## src/rtl/tnnzeq_pkg.sv

```systemverilog
// Shared definitions for the ternary sparse second layer: FSM encoding,
// score width and ternary weight decode.
package tnnzeq_pkg;

    typedef enum logic [1:0] {
        IDLE   = 2'd0,
        ACC    = 2'd1,
        ARGMAX = 2'd2,
        DONE   = 2'd3
    } state_t;

    // A sum of n terms in {-1,0,+1} spans [-n, n]; one extra bit for the sign.
    function automatic int unsigned score_width(input int unsigned n);
        return $clog2(n + 1) + 1;
    endfunction

    // mask=0 -> 0, otherwise val=1 -> +1, val=0 -> -1.
    function automatic logic signed [1:0] weight_decode(input logic mask, input logic val);
        if (!mask) begin
            return 2'sd0;
        end
        return val ? 2'sd1 : -2'sd1;
    endfunction

endpackage

```

## src/rtl/class_acc_tnnzeq.sv

```systemverilog
// One class score accumulator: adds weight(hidx) * act(hidden[hidx]) per enabled cycle.
module class_acc_tnnzeq
    import tnnzeq_pkg::*;
#(
    parameter int unsigned HIDDEN_CNT = 4,
    parameter int unsigned SW = 4,
    parameter logic [HIDDEN_CNT-1:0] MASK = '0,
    parameter logic [HIDDEN_CNT-1:0] SPARSE_VALS = '0,
    localparam int unsigned HIW = (HIDDEN_CNT > 1) ? $clog2(HIDDEN_CNT) : 1
) (
    input  logic                  clk,
    input  logic                  rst,
    input  logic                  clr,
    input  logic                  en,
    input  logic [HIW-1:0]        hidx,
    input  logic [HIDDEN_CNT-1:0] hidden,
    output logic signed [SW-1:0]  score
);

    logic signed [1:0] w_c;
    logic signed [1:0] term_c;

    // Activation bit 1 keeps the weight sign, bit 0 flips it.
    always_comb begin
        w_c    = weight_decode(MASK[hidx], SPARSE_VALS[hidx]);
        term_c = hidden[hidx] ? w_c : -w_c;
    end

    always_ff @(posedge clk or posedge rst) begin
        if (rst) begin
            score <= '0;
        end else if (clr) begin
            score <= '0;
        end else if (en) begin
            score <= score + SW'(term_c);
        end
    end

endmodule

```

## src/rtl/second_layer_tnnzeq.sv

```systemverilog
// Ternary sparse second layer: serial accumulate over hidden units, then argmax.
// Optional macro TNNZEQ_SCORE_OUT_EN exposes the live score registers on port scores.
module second_layer_tnnzeq
    import tnnzeq_pkg::*;
#(
    parameter int unsigned HIDDEN_CNT = 4,
    parameter int unsigned CLASS_CNT = 3,
    parameter logic [CLASS_CNT*HIDDEN_CNT-1:0] MASK = '0,
    parameter logic [CLASS_CNT*HIDDEN_CNT-1:0] SPARSE_VALS = '0
) (
    input  logic                         clk,
    input  logic                         rst,
    input  logic                         start,
    input  logic [HIDDEN_CNT-1:0]        hidden,
    output logic [$clog2(CLASS_CNT)-1:0] out,
    output logic                         done
`ifdef TNNZEQ_SCORE_OUT_EN
    ,
    output logic [CLASS_CNT*score_width(HIDDEN_CNT)-1:0] scores
`endif
);

    localparam int unsigned SW  = score_width(HIDDEN_CNT);
    localparam int unsigned HIW = (HIDDEN_CNT > 1) ? $clog2(HIDDEN_CNT) : 1;
    localparam int unsigned CW  = $clog2(CLASS_CNT);

    state_t                state_q, state_d;
    logic [HIW-1:0]        hidx_q, hidx_d;
    logic [CW-1:0]         cidx_q, cidx_d;
    logic [CW-1:0]         best_q, best_d;
    logic [CW-1:0]         out_d;
    logic                  done_d;
    logic [HIDDEN_CNT-1:0] hidden_q, hidden_d;
    logic                  acc_clr_c;
    logic                  acc_en_c;
    logic signed [SW-1:0]  score [CLASS_CNT];

    for (genvar c = 0; c < CLASS_CNT; c++) begin : g_class
        class_acc_tnnzeq #(
            .HIDDEN_CNT (HIDDEN_CNT),
            .SW         (SW),
            .MASK       (MASK[c*HIDDEN_CNT +: HIDDEN_CNT]),
            .SPARSE_VALS(SPARSE_VALS[c*HIDDEN_CNT +: HIDDEN_CNT])
        ) u_acc (
            .clk   (clk),
            .rst   (rst),
            .clr   (acc_clr_c),
            .en    (acc_en_c),
            .hidx  (hidx_q),
            .hidden(hidden_q),
            .score (score[c])
        );
`ifdef TNNZEQ_SCORE_OUT_EN
        assign scores[c*SW +: SW] = score[c];
`endif
    end

    always_ff @(posedge clk or posedge rst) begin
        if (rst) begin
            state_q  <= IDLE;
            hidx_q   <= '0;
            cidx_q   <= '0;
            best_q   <= '0;
            hidden_q <= '0;
            out      <= '0;
            done     <= 1'b0;
        end else begin
            state_q  <= state_d;
            hidx_q   <= hidx_d;
            cidx_q   <= cidx_d;
            best_q   <= best_d;
            hidden_q <= hidden_d;
            out      <= out_d;
            done     <= done_d;
        end
    end

    // Next-state and datapath control; DONE is terminal until reset.
    always_comb begin
        state_d   = state_q;
        hidx_d    = hidx_q;
        cidx_d    = cidx_q;
        best_d    = best_q;
        hidden_d  = hidden_q;
        out_d     = out;
        done_d    = done;
        acc_clr_c = 1'b0;
        acc_en_c  = 1'b0;

        unique case (state_q)
            IDLE: begin
                if (start) begin
                    hidden_d  = hidden;
                    acc_clr_c = 1'b1;
                    hidx_d    = '0;
                    state_d   = ACC;
                end
            end
            ACC: begin
                acc_en_c = 1'b1;
                if (hidx_q == HIW'(HIDDEN_CNT - 1)) begin
                    best_d  = '0;
                    cidx_d  = CW'(1);
                    state_d = ARGMAX;
                end else begin
                    hidx_d = hidx_q + HIW'(1);
                end
            end
            ARGMAX: begin
                // Strict compare keeps the lowest index on ties.
                if (score[cidx_q] > score[best_q]) begin
                    best_d = cidx_q;
                end
                if (cidx_q == CW'(CLASS_CNT - 1)) begin
                    out_d   = best_d;
                    done_d  = 1'b1;
                    state_d = DONE;
                end else begin
                    cidx_d = cidx_q + CW'(1);
                end
            end
            DONE: begin
            end
            default: begin
                state_d = IDLE;
            end
        endcase
    end

endmodule

```

## config.mk

```make
export PLATFORM = sky130hd
export DESIGN_NAME = second_layer_tnnzeq
export DESIGN_NICKNAME = d
export VERILOG_FILES = /design/src/rtl/tnnzeq_pkg.sv /design/src/rtl/class_acc_tnnzeq.sv /design/src/rtl/second_layer_tnnzeq.sv
export SDC_FILE = /design/constraint.sdc
export NUM_CORES = 1
export LEC_CHECK = 0
export CORE_MARGIN = 2
export CORE_UTILIZATION = 35
export DETAILED_ROUTE_END_ITERATION = 7
export GPL_ROUTABILITY_DRIVEN = 0
export PLACE_DENSITY = 0.62
export SYNTH_ARGS = -nofsm -noshare
export SYNTH_HDL_FRONTEND = slang
export SYNTH_SLANG_ARGS = --single-unit
```

## constraint.sdc

```tcl
create_clock -name clk -period 1.65 [get_ports clk]
set_input_delay 0.2475 -clock clk [delete_from_list [all_inputs] [get_ports clk]]
set_output_delay 0.2475 -clock clk [all_outputs]
set_load 0.03 [all_outputs]
```

* After elaboration in Yosys (flattened, before gate mapping)
Index checks and enable logic that the tools add are counted.
** Operators by class
- Bitwise operators :: 2
- Equality and inequality tests :: 9
- Magnitude comparators :: 4
- Reduce and logical (&&, ||, !) cells :: 11
- Muxes and demuxes :: 34
- Add/subtract/negate cells :: 6
** Operator list (number)
- 4-bit two-way mux :: 10
- 2-bit two-way mux :: 10
- 4-bit binary-select mux with 2-bit select :: 2
- 4-bit by 2-bit adder with 4-bit output :: 3
- 2-bit one-hot mux with 2 select lines :: 3
- 2-bit != test (second input constant) :: 5
- 2-bit equality test (second input constant) :: 3
- 3-bit greater-or-equal comparator (second input constant) :: 2
- 1-bit two-way mux :: 6
- 2-bit NOT with 3-bit output :: 2
- 2-bit one-hot mux with 3 select lines :: 1
- 2-bit AND reduction :: 3
- 3-bit AND reduction :: 2
- 2-bit nonzero test :: 3
- 2-bit by 1-bit adder with 2-bit output (second input constant) :: 2
- 1-bit binary-select mux with 2-bit select :: 2
- 4-bit > comparator :: 1
- 4-bit AND reduction :: 1
- 2-bit by 3-bit less-than comparator with 1-bit output (second input constant) :: 1
- 3-bit nonzero test :: 1
- 2-bit by 1-bit equality test with 1-bit output (second input constant) :: 1
- 2-bit zero test :: 1
- 1-bit negator with 2-bit output :: 1
** Word-level totals
- Register bits :: 27
- Output and inout port bits :: 3
- Input port bits :: 7

* Depth between registers and ports, before layout
- Depth in word-level cells :: 8
- Gate-level depth with buffers :: 6
- Mapped depth without buffers :: 5

* By module
A second synthesis with hierarchy kept.
** Unflattened totals
- Cell total of the unflattened synthesis :: 127
- Area total of the unflattened synthesis :: 1158.6 um2
** Modules (own cells, without submodules)
- second_layer_tnnzeq :: cells an instance 112, instances 1, area an instance 1057.3 um2
- class_acc_tnnzeq :: cells an instance 5, instances 3, area an instance 33.8 um2

* Worst setup path before layout
Ideal clock, no wire load.
- Kind :: register to register
- From :: register state_q[1]
- To :: register state_q[1]
- Data arrival time :: 1.531 ns
- Path buffers :: 1
- Data required time :: 1.525 ns
- Stages on the path, launching flop included :: 7
- Clock period less this slack :: 1.656 ns
- Path slack :: -0.006 ns
- Path through :: dfrtp_1 -> inv_1 -> ha_1 -> buf_6 -> nor2b_4 -> a2111oi_4 -> mux2_4
** Between the ends
- Longest elaborated chain between the ends :: 3
- Elaborated cells on any way between the ends :: 9
- Those cells by class :: eq/ne (5); mux (1); reduce/logical (3)
** RTL lines
- start, declared :: line second_layer_tnnzeq.sv:27 : state_t state_q, state_d;
- start signal, assigned :: line second_layer_tnnzeq.sv:68 : state_q <= state_d;
- 2-bit equality test (tied with other cells) :: line second_layer_tnnzeq.sv:90 : unique case (state_q)
- 2-bit != test (no source line) / 3-bit nonzero test (equally long branches)
- 4-bit AND reduction (no source line)
Parallel ways exist; a longest one is shown, timed or not.
A chain may end at the register's enable or synchronous reset.

* Final worst setup path
- From :: register state_q[0]
- To :: register cidx_q[0]
** Between the ends
- Longest elaborated chain between the ends :: 3
- Elaborated cells on any way between the ends :: 7
- Those cells by class :: eq/ne (4); mux (1); reduce/logical (2)
** RTL lines
- 2-bit equality test / 2-bit by 1-bit equality test with 1-bit output (equally long branches) :: line second_layer_tnnzeq.sv:90
- 2-bit != test (no source line) / 2-bit nonzero test (equally long branches)
- 3-bit AND reduction (no source line)
- end signal, assigned :: line second_layer_tnnzeq.sv:70 : cidx_q <= cidx_d;
- end, declared :: line second_layer_tnnzeq.sv:29 : logic [CW-1:0] cidx_q, cidx_d;
Parallel ways exist; a longest one is shown, timed or not.

==> results summary <==
The startpoint identified for the worst register-to-register timing path is state_q[0]$_DFFE_PP0P_. Sequential cells burn 58.2% of the power. In this run the deepest clock path goes through 2 buffers. The all-layer global routing usage is 13.30%. The ratio of routed vias to standard cells is 4.347. The netlist uses 24 different library cells. The initial antenna violation count came to 0.

The synthesized area divided by synthesized cell count came out at 11.93 um2. In this run the worst hold path is classified as input pin to asynchronous set/reset pin. The critical path start-end classification is register to register.

In this run the clock root is driven by a sky130_fd_sc_hd__clkbuf_4. Along the worst path, the maximum fanout reaches 3. The count of TritonRoute iterations in the first routing pass is 4. The most area-hungry cell type in the Yosys netlist is sky130_fd_sc_hd__dfrtp_1. Combinational logic is responsible for 2.4% of the overall power.

In this run the number of H-tree levels came out at 1. Clock-pin slew was measured on the worst setup and hold paths at 0.07 ns. The worst setup path is captured at a register.

Relative to the synthesized area, the layout overhead comes to 28.93%. For the worst setup path, the data required time is roughly 1.8 ns. The top cell family by delay on the critical path is flip-flops. The endpoint arrival time on the critical path came out at 1.75 ns. The filler cell count came out at between 150 and 200. The CTS sink count is 11. The post-synthesis cell area is around 640 um2.

Setup repair after global routing could not meet its margin everywhere. The max capacitance violation total came out at 0. The switching share of total power is a little over 20%. The HPWL reported at the end of detailed placement came out at 747.5 um.

The analysis attributes to net switching a power of approximately 96 uW. The count of endpoints failing hold in the final timing report is 0. The DRC violation count after routing is 0. For this design, the CTS-stage hold fixing added 0 buffers. The number of nets in the layout came out at 85. The peak clock frequency supported by timing came out at 0.6254 GHz. From bottom edge to top edge, the die measures between 40 and 50 um. The number of pins exceeding their max-slew limit in the final report is 0. The critical path startpoint category is a register. The endpoint of the lowest-slack register-to-register path is cidx_q[0]$_DFFE_PP0P_.

The actual slew at the worst max-slew pin came out at about 0.43 ns. The relative slew slack is 71.48%. The worst reg2reg path depth is 5.

The average wire per cell in the routed design came out at around 11 um. The smallest clock period supported by the final layout is computed as 1.599 ns. The final wirelength came out at 1.003 mm. The number of buffer and inverter instances along the worst setup path is 1. 0 antenna diodes ended up in the layout. TritonCTS built the clock tree. The slowest cell on the critical path is sky130_fd_sc_hd__dfrtp_1. The area of the core is 1727 um2.

The top cell type by area accounts for 42.72% of the synthesized area. The areal power density over the cells is 557.5 nW/um2. VDD sags by at most roughly 0.36 mV. The DRC marker count from the first detailed-route iteration came out at 4.

The starting utilization of the core area is between 30 and 40%. The fraction of layout cells with a size suffix above 1 came out at a little over two fifths. The final standard cell count with taps included and fillers excluded came out at 95. The I/O pin count came out at 10.

The first global-routing pass estimated 1.987 mm of wire. The minimum setup slack among reg-to-reg paths came out at 0.05 ns. The share of the clock period used by the worst path came out at 96.91%.

The stage delay of the slowest cell on the critical path is 0.41 ns. The internal portion of total power came out at 367.1 uW. The clock buffer count from CTS came out at 3. The standard-cell row count came out at 15. The total cell area at the placement stage came out at 767.0 um2. The synthesis-stage register bit count is 11. The total vias in the final route came out at slightly above 400. The remaining number of nets flagged by the antenna check after routing is 0. The number of instances in the placed design came out at 90. Tracing the worst setup path back leads to its startpoint at state_q[0]$_DFFE_PP0P_. The sequential share of the synthesized area is 42.72%. Entering global routing, the biggest net connects 12 pins. The static leakage is 0.0003492 uW. The horizontal die dimension is 46.91 um.

Setup violations remaining at the end of the flow were counted as 0. The signal on the critical path passes through buf_4 -> ha_2 -> nor2b_4 -> a211oi_2 -> mux2_2. Synthesis produced a netlist whose cell count is 54. The total of warnings raised by yosys is 0. After routing the design area is 830.8 um2. Input and output buffers added on the ports amount to 5. The clock network fraction of design power came out at between 30 and 40%. The later pin in the worst-skew pair is clocked with a latency of 0.26 ns.

The run finished with clean final reports. The leftover overflow at the end of global routing came out at 0. The area of the die came out at 2200 um2.

The synthesized netlist net count is 68. The worst clock skew is 0.006331 ns. The via count of the first global-routing pass came out at 450. The hold slack is between 0.2 and 0.3 ns. Yosys attributes the largest share of cell area to sky130_fd_sc_hd__dfrtp_1, sky130_fd_sc_hd__ha_1, sky130_fd_sc_hd__mux2_2, sky130_fd_sc_hd__a2111oi_4, sky130_fd_sc_hd__nor2b_1.
## cells by family after synthesis
group                      count (synthesis)  share of synthesized area, %
DFF                                       11                         42.72
muxes                                      7                         12.43
and+or+nand+nor                           15                         14.18
adders and majority gates                  7                         13.59
buffers and inverters                      6                         4.660
AOI/OAI and AO/OA                          8                         12.43
## flip-flops by register name, indices dropped and copies added (netlist names)
signal / count
done: 1
best_q: 2
hidx_q: 2
state_q: 2
out: 2
cidx_q: 2
## worst max-delay path by stage
stage | end | slack [ns] | depth (start not counted)
finish | cidx_q[0]$_DFFE_PP0P_ | 0.05 | 5
CTS | state_q[1]$_DFFE_PP0P_ | 0.01 | 5
detailed placement | state_q[1]$_DFFE_PP0P_ | 0.04 | 5
global route | cidx_q[0]$_DFFE_PP0P_ | -0.01 | 5
floorplan | state_q[1]$_DFFE_PP0P_ | -0.006 | 6
global placement | state_q[1]$_DFFE_PP0P_ | 0.04 | 5
## per-layer routing
metal  part of all wire, %  global-route usage (%)  vias up
li1                      -                       -      213
met1                    49                   17.84      190
met2                    46                   18.90        8
met3                   3.5                   3.462        2
met4                   1.8                   8.333        0
met5                     0                       0        -
## worst reg2reg max path, cell delays in order (launching register included)
cell and delay (ns):
sky130_fd_sc_hd__dfrtp_1 0.41, sky130_fd_sc_hd__buf_4 0.14, sky130_fd_sc_hd__ha_2 0.18, sky130_fd_sc_hd__nor2b_4 0.14
sky130_fd_sc_hd__a211oi_2 0.25, sky130_fd_sc_hd__mux2_2 0.36
## cell usage in the layout (no fill, tap or decap), types with 2 or more instances in the layout
cell type                         instances
sky130_fd_sc_hd__buf_4                    8
sky130_fd_sc_hd__clkbuf_4                 3
sky130_fd_sc_hd__clkdlybuf4s50_1          5
sky130_fd_sc_hd__dfrtp_1                 11
sky130_fd_sc_hd__ha_1                     2
sky130_fd_sc_hd__ha_2                     4
sky130_fd_sc_hd__inv_1                    3
sky130_fd_sc_hd__inv_2                    2
sky130_fd_sc_hd__mux2_2                   3
sky130_fd_sc_hd__mux2i_1                  2
sky130_fd_sc_hd__nand2_1                  3
sky130_fd_sc_hd__nor2_1                   2
sky130_fd_sc_hd__nor2b_1                  3
sky130_fd_sc_hd__nor2b_4                  2
sky130_fd_sc_hd__o21ai_0                  2
## timing repair
| item | 4_1_cts | 5_1_grt |
|---|---|---|
| setup endpoints to repair | 0 | 5 |
| setup buffers | 0 | 1 |
| resized for setup | 0 | 10 |
## area by class of cell
type / count / area [um2] / area share [%]
multi-input combinational: 37 / 369.1 / 44.43
clock buffer: 4 / 26.28 / 3.163
inverter: 5 / 18.77 / 2.259
tap: 25 / 31.28 / 3.765
sequential: 11 / 275.3 / 33.13
timing repair buffer: 13 / 110.1 / 13.25
## cell usage after synthesis (all sizes together)
library cell,n
ha,7
o21bai,1
dfrtp,11
mux2,5
mux2i,2
a22o,1
nor2,2
a21oi,1
o211ai,1
nand2,3
and2b,1
inv,5
o21ai,2
and2,1
nand3,1
a2111oi,1
a211oi,1
buf,1
nor2b,5
or2,1
nand2b,1
## power groups by stage
stage | combinational, uW | clock, uW | sequential, uW
detailed placement | 10.8 | 0 | 275
floorplan | 4.17 | 0 | 275
finish | 11.0 | 183 | 269
global placement | 10.8 | 0 | 275
global route | 13.1 | 201 | 269
CTS | 10.8 | 192 | 269
## per-stage QoR
stage,total power (uW),setup slack (ns),setup TNS [ns],utilization (%)
floorplan,278.9,-0.006157,-0.006157,-
global placement,285.5,0.04190,0,44.42
detailed placement,285.5,0.03976,0,44.42
CTS,471.7,0.01156,0,45.94
global route,483.4,-0.009762,-0.01812,48.12
finish,463.2,0.05094,0,48.12
Power figures use the tool's default switching activity.
==> variant: new RTL, same settings <==
Register the inputs `start` and `hidden` before use, without a reset. The logic sees them one clock later. Comments in the files are not updated.
--- a/src/rtl/second_layer_tnnzeq.sv
+++ b/src/rtl/second_layer_tnnzeq.sv
@@ -24,4 +24,12 @@
     localparam int unsigned HIW = (HIDDEN_CNT > 1) ? $clog2(HIDDEN_CNT) : 1;
     localparam int unsigned CW  = $clog2(CLASS_CNT);
+
+    logic start_q;
+    logic [HIDDEN_CNT-1:0] hidden_r;
+
+    always_ff @(posedge clk) begin
+        start_q  <= start;
+        hidden_r <= hidden;
+    end
 
     state_t                state_q, state_d;
@@ -90,6 +98,6 @@
         unique case (state_q)
             IDLE: begin
-                if (start) begin
-                    hidden_d  = hidden;
+                if (start_q) begin
+                    hidden_d  = hidden_r;
                     acc_clr_c = 1'b1;
                     hidx_d    = '0;
Formal check against the unedited RTL: not equivalent (a bounded check fails within 10 cycles, from zero or initial values and one cycle with rst high).
==> variant against the unedited design <==
Fmax grew 1.1%. Clock skew down 0.0043 ns. Synthesized area grew 0.97%. Critical path type unchanged. Sequential cell count is 1 higher. Global-route usage decreased by 2.0 points. Highest routed layer is now met3. Final area rose by 0.45%. Setup slack better by 0.018 ns. Routed wire length rose by 3.2%. Critical endpoint is now state_q[1]. Cell count down 1.1%.
Power is left out: it rests on default switching activity, and per cell area and clock period it moved more than threefold.
==> variant: results (changes against the unedited design) <==
global_routing:
  grtUsageTotal_pct: 11.3  # -2.0 points
  use_met2_pct: 18.1  # -0.82 points
  grt_pass1_vias: 420  # -6.7%
  grtUsageMet3_pct: 5.77  # +2.3 points
  grt_first_pass_wirelength_um: 1770  # -11%
  grt_use_met1_pct: 14.8  # -3.1 points
logic_synthesis:
  yosys-top-cells-count: "dfrtp_1, ha_1, inv_1, nand2_1, nor2b_1"
  yosysSeqAreaShare_pct: 45.4  # +2.7 points
  synth_nets: 67  # -1.5%
  synthTopCellsByArea: "dfrtp_1, ha_1, a2111oi_4"
  syn_inst: 53  # -1.9%
  synthAdderAreaFrac_pct: 13.5  # -0.13 points
  async_flop_share_pct: 91.7  # -8.3 points
  synth_compound_area_share_pct: 11.9  # -0.50 points
drt:
  wl_met2_um: 491  # +7.4%
  drt-met1-wl_um: 495  # +0.61%
  vias_per_cell: 4.40  # +1.3%
  vias: 414  # +0.24%
  drt-total-wl_um: 1040  # +3.2%
  drt_iter0_drc: 7  # +3
  met3_wirelength_um: 48  # +37%
place:
  dpl.hpwl_um: 777  # +3.9%
  place_inst: 88  # -2.2%
worst_setup_path:
  r2r_slack_ns: 0.07  # +0.02 ns
  r2r_end: "state_q[1]"
  cp-endpoint: "state_q[1]"
timing:
  tightest_slew_ns: 0.439  # +0.0114 ns
  fin_worst_skew_ns: 0.00201  # -0.00432 ns
cts:
  htreeDepth: 1  # unchanged
layout:
  nets: 84  # -1.2%
status:
  status: "complete, no violations"
==> variant: changes by cell type after synthesis <==
| cell | unedited run | this run |
|---|---|---|
| a21oi_1 | 1 | 0 |
| a22o_2 | 1 | 2 |
| and2_2 | 1 | 0 |
| and2b_2 | 1 | 0 |
| dfxtp_1 | 0 | 1 |
| mux2_1 | 1 | 2 |
| mux2_2 | 3 | 2 |
| nand2_1 | 3 | 4 |
| nand2b_1 | 1 | 2 |
| nand3_1 | 1 | 0 |
| o211ai_1 | 1 | 0 |
==> variant: repair_timing <==
item,in CTS,in global routing
setup buffers,0,2
endpoints found under the setup margin,0,6
gates resized for setup,0,8
==> variant: stage by stage <==
| stage | instance area, um^2 | setup WS (ns) | util, % | hold slack [ns] | setup TNS (ns) |
|---|---|---|---|---|---|
| 2_1_floorplan | 651 | 0.000660 | - | 0.0999 | 0 |
| 3_3_place_gp | 766 | 0.0357 | 43.9 | 0.450 | 0 |
| 3_5_place_dp | 766 | 0.0273 | 43.9 | 0.451 | 0 |
| 4_1_cts | 802 | 0.0103 | 45.9 | 0.281 | 0 |
| 5_1_grt | 835 | -0.000182 | 47.8 | 0.321 | -0.000182 |
| 6_report | 835 | 0.0691 | 47.8 | 0.269 | 0 |
==> variant: cells by family (layout without fill, tap and decap cells) <==
| group | after synthesis | after routing |
|---|---|---|
| buffers and inverters | 6 | 22 |
| AOI/OAI and AO/OA | 7 | 7 |
| muxes | 7 | 7 |
| DFF | 12 | 12 |
| adders and majority gates | 7 | 7 |
| and+or+nand+nor | 14 | 14 |
==> variant: final cells by class <==
class	instances	area share, %
multi-input cells	35	41.1
inverters	5	2.25
flip-flops and latches	12	35.4
well taps	25	3.75
repair buffers	13	13.2
clock buffers	4	4.35
